===== src/rtl/gcd_lcm_coproc.sv =====
// -----------------------------------------------------------------------------
// gcd_lcm_coproc
//   Multi-cycle GCD/LCM coprocessor for the integer pipeline. The decoder pulses
//   start with is_lcm selecting the function, and the coprocessor consumes the
//   rs1/rs2 operands. It holds the core via stall until the single DONE cycle,
//   when result is presented on the writeback path.
//
//   GCD  : binary (Stein) iteration, one step per cycle.
//   LCM  : (a / gcd) * b -- restoring divider (WIDTH cycles), then a shift-add
//          multiplier (WIDTH cycles) with a 2*WIDTH accumulator.
//
// Parameters
//   WIDTH    operand/result width (>= 4)
//
// Ports
//   clk      in   1      rising-edge clock
//   reset_n  in   1      synchronous active-low reset, aborts any operation
//   start    in   1      operation request, sampled only in IDLE
//   is_lcm   in   1      0 = gcd, 1 = lcm, latched with start
//   a, b     in   WIDTH  unsigned operands, latched with start
//   stall    out  1      core hold: start in IDLE, or any working state
//   busy     out  1      state != IDLE
//   done     out  1      high for the single DONE cycle
//   result   out  WIDTH  result, held from DONE until the next operation ends
//   ovf      out  1      (GCD_LCM_OVF_EN only) lcm product exceeded WIDTH bits;
//                        result is then saturated to all ones
//
// Build option
//   GCD_LCM_OVF_EN   adds the ovf output and saturation on lcm overflow.
//                    Without it the lcm result is truncated mod 2^WIDTH.
// -----------------------------------------------------------------------------
module gcd_lcm_coproc #(
  parameter int WIDTH = 32
) (
  input  logic             clk,
  input  logic             reset_n,
  input  logic             start,
  input  logic             is_lcm,
  input  logic [WIDTH-1:0] a,
  input  logic [WIDTH-1:0] b,
  output logic             stall,
  output logic             busy,
  output logic             done,
`ifdef GCD_LCM_OVF_EN
  output logic             ovf,
`endif
  output logic [WIDTH-1:0] result
);

  localparam int CW = $clog2(WIDTH) + 1;
  localparam logic [CW-1:0] CNT_LAST = CW'(WIDTH - 1);

  localparam logic [2:0] S_IDLE = 3'd0;
  localparam logic [2:0] S_GCD  = 3'd1;
  localparam logic [2:0] S_DIV  = 3'd2;
  localparam logic [2:0] S_MUL  = 3'd3;
  localparam logic [2:0] S_DONE = 3'd4;

  logic [2:0]         r_state;
  logic               r_lcm;
  logic               r_zero;      // an operand was zero at start
  logic [WIDTH-1:0]   r_a;
  logic [WIDTH-1:0]   r_b;
  logic [WIDTH-1:0]   r_x;         // Stein x, then the shifting dividend
  logic [WIDTH-1:0]   r_y;         // Stein y
  logic [CW-1:0]      r_k;         // common power of two removed from x, y
  logic [WIDTH-1:0]   r_g;         // gcd, used as divisor
  logic [WIDTH-1:0]   r_rem;
  logic [WIDTH-1:0]   r_quo;       // quotient; shifted right as multiplier
  logic [2*WIDTH-1:0] r_mcand;     // multiplicand, shifted left each cycle
  logic [2*WIDTH-1:0] r_acc;
  logic [CW-1:0]      r_cnt;
  logic [WIDTH-1:0]   r_result;
`ifdef GCD_LCM_OVF_EN
  logic               r_ovf;
`endif

  // Stein step
  logic [WIDTH-1:0] w_x_step;
  logic [WIDTH-1:0] w_y_step;
  logic [CW-1:0]    w_k_step;
  logic [WIDTH-1:0] w_g;

  always_comb begin
    w_x_step = r_x;
    w_y_step = r_y;
    w_k_step = r_k;
    if (!r_x[0] && !r_y[0]) begin
      w_x_step = r_x >> 1;
      w_y_step = r_y >> 1;
      w_k_step = r_k + CW'(1);
    end else if (!r_x[0]) begin
      w_x_step = r_x >> 1;
    end else if (!r_y[0]) begin
      w_y_step = r_y >> 1;
    end else if (r_x > r_y) begin
      w_x_step = r_x - r_y;
    end else begin
      w_y_step = r_y - r_x;
    end
  end

  // Only meaningful once x == y
  assign w_g = r_x << r_k;

  // Restoring divide step: bring in the next dividend bit, subtract if it fits.
  // The trial value needs one extra bit because rem < g can still reach
  // 2^WIDTH - 2 before the shift.
  logic [WIDTH:0]   w_div_shift;
  logic             w_div_ge;
  logic [WIDTH:0]   w_div_sub;
  logic [WIDTH-1:0] w_rem_next;

  assign w_div_shift = {r_rem, r_x[WIDTH-1]};
  assign w_div_ge    = (w_div_shift >= {1'b0, r_g});
  assign w_div_sub   = w_div_shift - {1'b0, r_g};
  // After a restoring step the remainder is always < g, so WIDTH bits suffice
  assign w_rem_next  = w_div_ge ? w_div_sub[WIDTH-1:0] : w_div_shift[WIDTH-1:0];

  // Shift-add multiply step
  logic [2*WIDTH-1:0] w_acc_next;
  assign w_acc_next = r_acc + (r_quo[0] ? r_mcand : {(2*WIDTH){1'b0}});

  // Final lcm value as written to result
  logic [WIDTH-1:0] w_lcm_result;
`ifdef GCD_LCM_OVF_EN
  logic w_ovf;
  assign w_ovf        = |w_acc_next[2*WIDTH-1:WIDTH];
  assign w_lcm_result = w_ovf ? {WIDTH{1'b1}} : w_acc_next[WIDTH-1:0];
`else
  assign w_lcm_result = w_acc_next[WIDTH-1:0];
`endif

  always_ff @(posedge clk) begin
    if (!reset_n) begin
      r_state  <= S_IDLE;
      r_lcm    <= 1'b0;
      r_zero   <= 1'b0;
      r_a      <= '0;
      r_b      <= '0;
      r_x      <= '0;
      r_y      <= '0;
      r_k      <= '0;
      r_g      <= '0;
      r_rem    <= '0;
      r_quo    <= '0;
      r_mcand  <= '0;
      r_acc    <= '0;
      r_cnt    <= '0;
      r_result <= '0;
`ifdef GCD_LCM_OVF_EN
      r_ovf    <= 1'b0;
`endif
    end else begin
      case (r_state)
        S_IDLE: begin
          if (start) begin
            r_lcm   <= is_lcm;
            r_zero  <= (a == '0) || (b == '0);
            r_a     <= a;
            r_b     <= b;
            r_x     <= a;
            r_y     <= b;
            r_k     <= '0;
            r_state <= S_GCD;
          end
        end

        S_GCD: begin
          if (r_zero) begin
            // Zero operand: Stein would never converge, so finish directly.
            // x|y is the nonzero operand, or 0 for gcd(0,0).
            r_result <= r_lcm ? '0 : (r_x | r_y);
`ifdef GCD_LCM_OVF_EN
            r_ovf    <= 1'b0;
`endif
            r_state  <= S_DONE;
          end else if (r_x == r_y) begin
            if (!r_lcm) begin
              r_result <= w_g;
`ifdef GCD_LCM_OVF_EN
              r_ovf    <= 1'b0;
`endif
              r_state  <= S_DONE;
            end else begin
              r_g     <= w_g;
              r_x     <= r_a;
              r_rem   <= '0;
              r_quo   <= '0;
              r_cnt   <= '0;
              r_state <= S_DIV;
            end
          end else begin
            r_x <= w_x_step;
            r_y <= w_y_step;
            r_k <= w_k_step;
          end
        end

        S_DIV: begin
          r_rem <= w_rem_next;
          r_x   <= r_x << 1;
          r_quo <= {r_quo[WIDTH-2:0], w_div_ge};
          if (r_cnt == CNT_LAST) begin
            r_cnt   <= '0;
            r_acc   <= '0;
            r_mcand <= {{WIDTH{1'b0}}, r_b};
            r_state <= S_MUL;
          end else begin
            r_cnt <= r_cnt + CW'(1);
          end
        end

        S_MUL: begin
          r_acc   <= w_acc_next;
          r_quo   <= r_quo >> 1;
          r_mcand <= r_mcand << 1;
          if (r_cnt == CNT_LAST) begin
            r_cnt    <= '0;
            r_result <= w_lcm_result;
`ifdef GCD_LCM_OVF_EN
            r_ovf    <= w_ovf;
`endif
            r_state  <= S_DONE;
          end else begin
            r_cnt <= r_cnt + CW'(1);
          end
        end

        S_DONE: begin
          r_state <= S_IDLE;
        end

        default: begin
          r_state <= S_IDLE;
        end
      endcase
    end
  end

  assign busy   = (r_state != S_IDLE);
  assign done   = (r_state == S_DONE);
  assign stall  = (start && (r_state == S_IDLE)) ||
                  ((r_state != S_IDLE) && (r_state != S_DONE));
  assign result = r_result;
`ifdef GCD_LCM_OVF_EN
  assign ovf    = r_ovf;
`endif

endmodule

===== config.mk =====
export PLATFORM = sky130hd
export DESIGN_NAME = gcd_lcm_coproc
export DESIGN_NICKNAME = d
export VERILOG_FILES = /design/src/rtl/gcd_lcm_coproc.sv
export SDC_FILE = /design/constraint.sdc
export NUM_CORES = 1
export LEC_CHECK = 0
export BUFFER_PORTS_ARGS = -buffer_cell sky130_fd_sc_hd__buf_2
export CORE_UTILIZATION = 55
export DETAILED_ROUTE_END_ITERATION = 10
export PLACE_DENSITY = 0.73
export SLEW_MARGIN = 30
export SYNTH_ARGS = -nofsm -noshare
export SYNTH_HDL_FRONTEND = slang
export SYNTH_SLANG_ARGS = --single-unit

===== constraint.sdc =====
create_clock -name clk -period 5.8 [get_ports clk]
set_clock_uncertainty 0.1 [all_clocks]
set_input_delay 1.16 -clock clk [delete_from_list [all_inputs] [get_ports clk]]
set_output_delay 1.16 -clock clk [all_outputs]
set_load 0.01 [all_outputs]

==> results.sh <==
export IMPL_synth_ff_latch_count=337
export IMPL_routed_wl_um=87630
export IMPL_gp_congestion=1.029
export IMPL_path_cells="inv_1 -> ha_1 -> nor4_4 -> nand2_2 -> nor4_4 -> nand4_2 -> buf_4 -> nor2_1 -> nand2_2 -> buf_4 -> nand3_1 -> o21ai_0 -> and2_1"
export IMPL_io_pins=103
export IMPL_ys_warn_count=0
export IMPL_critPathArrivalTime_ns=5.17
export IMPL_final_area_um2=26320
export IMPL_slew_headroom_pct=34.67
export IMPL_grt_max_degree=100
export IMPL_synthesis_nets=3391
export IMPL_async_flop_share_pct=0
export IMPL_cts_root_buf="clkbuf_16"
export IMPL_multi_input_area_um2=16090
export IMPL_status="finished, final reports clean"
export IMPL_cts_num_sinks=337
export IMPL_dp_cells=3668
export IMPL_ir_worst_vdd_mv=0.2954
export IMPL_start_util_pct=56.06
export IMPL_seqCellArea_um2=6750
export IMPL_via_per_inst=6.444
export IMPL_hp_start="result[20]$_SDFFE_PN0P_"
export IMPL_p_leak_nw=10.79
export IMPL_grt_pass1_vias=22503
export IMPL_crit_start="r_x[24]$_SDFFE_PN0P_"
export IMPL_synth_edff_count=0
export IMPL_die_height_um=212.0
export IMPL_pwr_share_clk_pct=20.1
export IMPL_vias=24086
export IMPL_synth_avg_cell_area_um2=7.682
export IMPL_finalSetupViolCount=0
export IMPL_path_clk_slew_ns=0.06
export IMPL_maxSlewViolCount=0
export IMPL_dpl_hpwl_um=66050
export IMPL_worst_pin_slew_ns=0.9710
export IMPL_p_sw_share_pct=49.04
export IMPL_power_mw=12.77
export IMPL_powerDensity_nw_per_um2=485.3
export IMPL_synth_cell_types=85
export IMPL_hold_class="flop to flop"
export IMPL_crit_type="flop to flop"
export IMPL_drv_cap=0
export IMPL_fmax_ghz=0.2082
export IMPL_end_kind="flop"
export IMPL_worstPathRequired_ns=6.17
export IMPL_placed_area_um2=25000
export IMPL_fin_cells=3738
export IMPL_rr_startpoint="r_x[24]$_SDFFE_PN0P_"
export IMPL_crit_family="simple AND/OR/NAND/NOR gates"
export IMPL_hold_slack_ns=0.3600
export IMPL_ant_nets=0
export IMPL_fp_dieW_um=212.0
export IMPL_row_count=76
export IMPL_p_sw_mw=6.264
export IMPL_postCtsSetupRepairBufs=0
export IMPL_fillers=3962
export IMPL_yosysSeqAreaShare_pct=27.82
export IMPL_slowest_delay_ns=0.53
export IMPL_combPwrFrac_pct=56.6
export IMPL_cts_tree="done"
export IMPL_yosys_most_used_dff="dfxtp_1"
export IMPL_antenna_found_initial=0
export IMPL_finalHoldViolCount=0
export IMPL_fp_dieArea_um2=44940
export IMPL_tns_ns=0
export IMPL_path_buf_inv=3
export IMPL_grt_pass1_wl_um=132500
export IMPL_slowest_stage="nor4_4"
export IMPL_final_period_utilization_pct=82.80
export IMPL_drcViolationCount=0
export IMPL_crit_fanout=49
export IMPL_syn_inst=3157
export IMPL_globalRouteOverflowTotal=0
export IMPL_rsz0062_at_grt="false"
export IMPL_ctsHoldBuffers=0
export IMPL_portBuffers=102
export IMPL_initialDrtViolationCount=2383
export IMPL_dr_pass1_iters=5
export IMPL_h_tree_depth=2
export IMPL_syn_to_final_growth_pct=8.528
export IMPL_wl_per_cell_um=23.44
export IMPL_finalNetCount=3358
export IMPL_cts_resized=0
export IMPL_numCtsBuffers=39
export IMPL_critPathLaunchType="flop"
export IMPL_cts_max_path_buffers=3
export IMPL_drive_above_1_share_pct=8.756
export IMPL_synthesis_area_um2=24250
export IMPL_coreArea_um2=43270
export IMPL_clk_latency_ns=0.58
export IMPL_power_internal_mw=6.509
export IMPL_period_minus_slack_ns=4.803
export IMPL_grt_use_total_pct=38.31
export IMPL_pwr_share_seq_pct=23.3
## worst min-delay path: cells and delay by family, from the launching register on
kind	cells	cell delay, ns
compound gates	1	0.05
simple gates	1	0.05
flops	1	0.31
## sequential cells by signal, indices dropped and copies added, names as in the netlist
register and cells:
r_x 32, r_mcand 32, r_g 32, r_k 6, result 32, r_acc 32
r_state 3, r_cnt 6, r_rem 32, r_lcm 1, r_a 32, r_y 32
r_zero 1, r_b 32, r_quo 32
## layout make-up
cell class	instances	area share (%)
diodes	1	0.009507
clock buffers	57	4.269
clock inverters	12	0.7083
inverters	156	2.225
multi-input cells	2443	61.12
flip-flops and latches	337	25.65
well taps	585	2.781
repair buffers	147	3.247
## cell usage after synthesis, types with 23 or more instances
cell type / number / area share, %
nand2_1: 426 / 6.6
dfxtp_1: 337 / 28
a21oi_1: 224 / 4.6
nor2_1: 181 / 2.8
clkbuf_1: 167 / 2.6
o21ai_0: 167 / 3.4
ha_1: 162 / 8.4
inv_1: 152 / 2.4
nand3_1: 124 / 2.6
a21boi_0: 97 / 3.0
mux2i_1: 91 / 3.8
and2_1: 87 / 2.2
xnor2_1: 82 / 3.0
nor2b_1: 75 / 1.9
a31oi_1: 56 / 1.4
nor3_1: 45 / 0.93
o21ai_1: 44 / 0.91
o211ai_1: 40 / 1.2
o211a_1: 39 / 1.6
a21o_1: 38 / 1.2
a221oi_1: 36 / 1.3
xor2_1: 33 / 1.2
a22oi_1: 30 / 0.93
o22ai_1: 27 / 0.70
buf_2: 25 / 0.52
nor4_1: 25 / 0.64
o21a_1: 23 / 0.71
## path summary, 6_finish.rpt
check	to	cells after the start	slack [ns]
worst max register to register	r_quo[18]$_SDFFE_PN0P_	13	1.0
worst min-delay path	result[20]$_SDFFE_PN0P_	2	0.36
worst min register to register	result[20]$_SDFFE_PN0P_	2	0.36
worst max-delay path	r_quo[18]$_SDFFE_PN0P_	13	1.0
## power groups by stage
stage,sequential [mW],clock [mW],combinational (mW)
2_1_floorplan,2.83,0,4.63
3_3_place_gp,2.99,0,7.04
3_5_place_dp,3.00,0,6.98
4_1_cts,2.95,2.59,7.03
5_1_grt,2.99,2.68,7.62
6_report,2.97,2.57,7.23
## cell usage in the layout, fill, tap and decap left out, drive strengths merged, types with 10 or more instances in the layout
| master | synthesis | layout |
|---|---|---|
| nand2 | 427 | 427 |
| dfxtp | 337 | 337 |
| a21oi | 224 | 224 |
| o21ai | 211 | 211 |
| nor2 | 181 | 181 |
| ha | 162 | 162 |
| inv | 154 | 155 |
| buf | 54 | 147 |
| nand3 | 124 | 124 |
| a21boi | 107 | 107 |
| mux2i | 91 | 91 |
| and2 | 88 | 88 |
| xnor2 | 82 | 82 |
| nor2b | 75 | 75 |
| a31oi | 57 | 57 |
| clkbuf | 167 | 57 |
| nor3 | 46 | 46 |
| o211ai | 40 | 40 |
| o211a | 39 | 39 |
| a21o | 38 | 38 |
| a221oi | 37 | 37 |
| xor2 | 33 | 33 |
| a22oi | 30 | 30 |
| nor4 | 29 | 29 |
| o22ai | 27 | 27 |
| o21a | 23 | 23 |
| o21bai | 22 | 22 |
| nand2b | 22 | 22 |
| a211oi | 19 | 19 |
| a221o | 18 | 18 |
| o31ai | 18 | 18 |
| nand4 | 17 | 17 |
| mux4 | 13 | 13 |
| or3 | 12 | 12 |
| a22o | 12 | 12 |
| mux2 | 12 | 12 |
| o221ai | 10 | 10 |
| o311a | 10 | 10 |
## stage by stage
step / worst slack (ns) / util, %
3_3_place_gp: 1.123 / 57.76
2_1_floorplan: 2.290 / -
6_report: 0.9974 / 60.84
5_1_grt: 0.6709 / 60.83
3_5_place_dp: 1.094 / 57.78
4_1_cts: 1.073 / 60.80
## layer usage
layer / GRT usage (%) / part of all wire [%] / routed length, µm / vias to the layer above
li1: - / - / - / 11199
met1: 48.52 / 41 / 36140 / 11612
met2: 61.49 / 45 / 39650 / 1009
met3: 5.391 / 6.9 / 6030 / 266
met4: 23.71 / 6.6 / 5819 / 0
met5: 0 / 0 / 0 / -
## cell families after synthesis
kind of cell | after synthesis | synth area share, %
flip-flops | 337 | 27.82
buffers and inverters | 377 | 6.088
XOR/XNOR | 115 | 4.153
adder cells (fa/ha/maj) | 166 | 8.688
multiplexers | 116 | 5.520
AO/OA/AOI/OAI | 996 | 27.44
AND/OR/NAND/NOR | 1050 | 20.30
No activity file was read; power rests on OpenSTA's default activity.
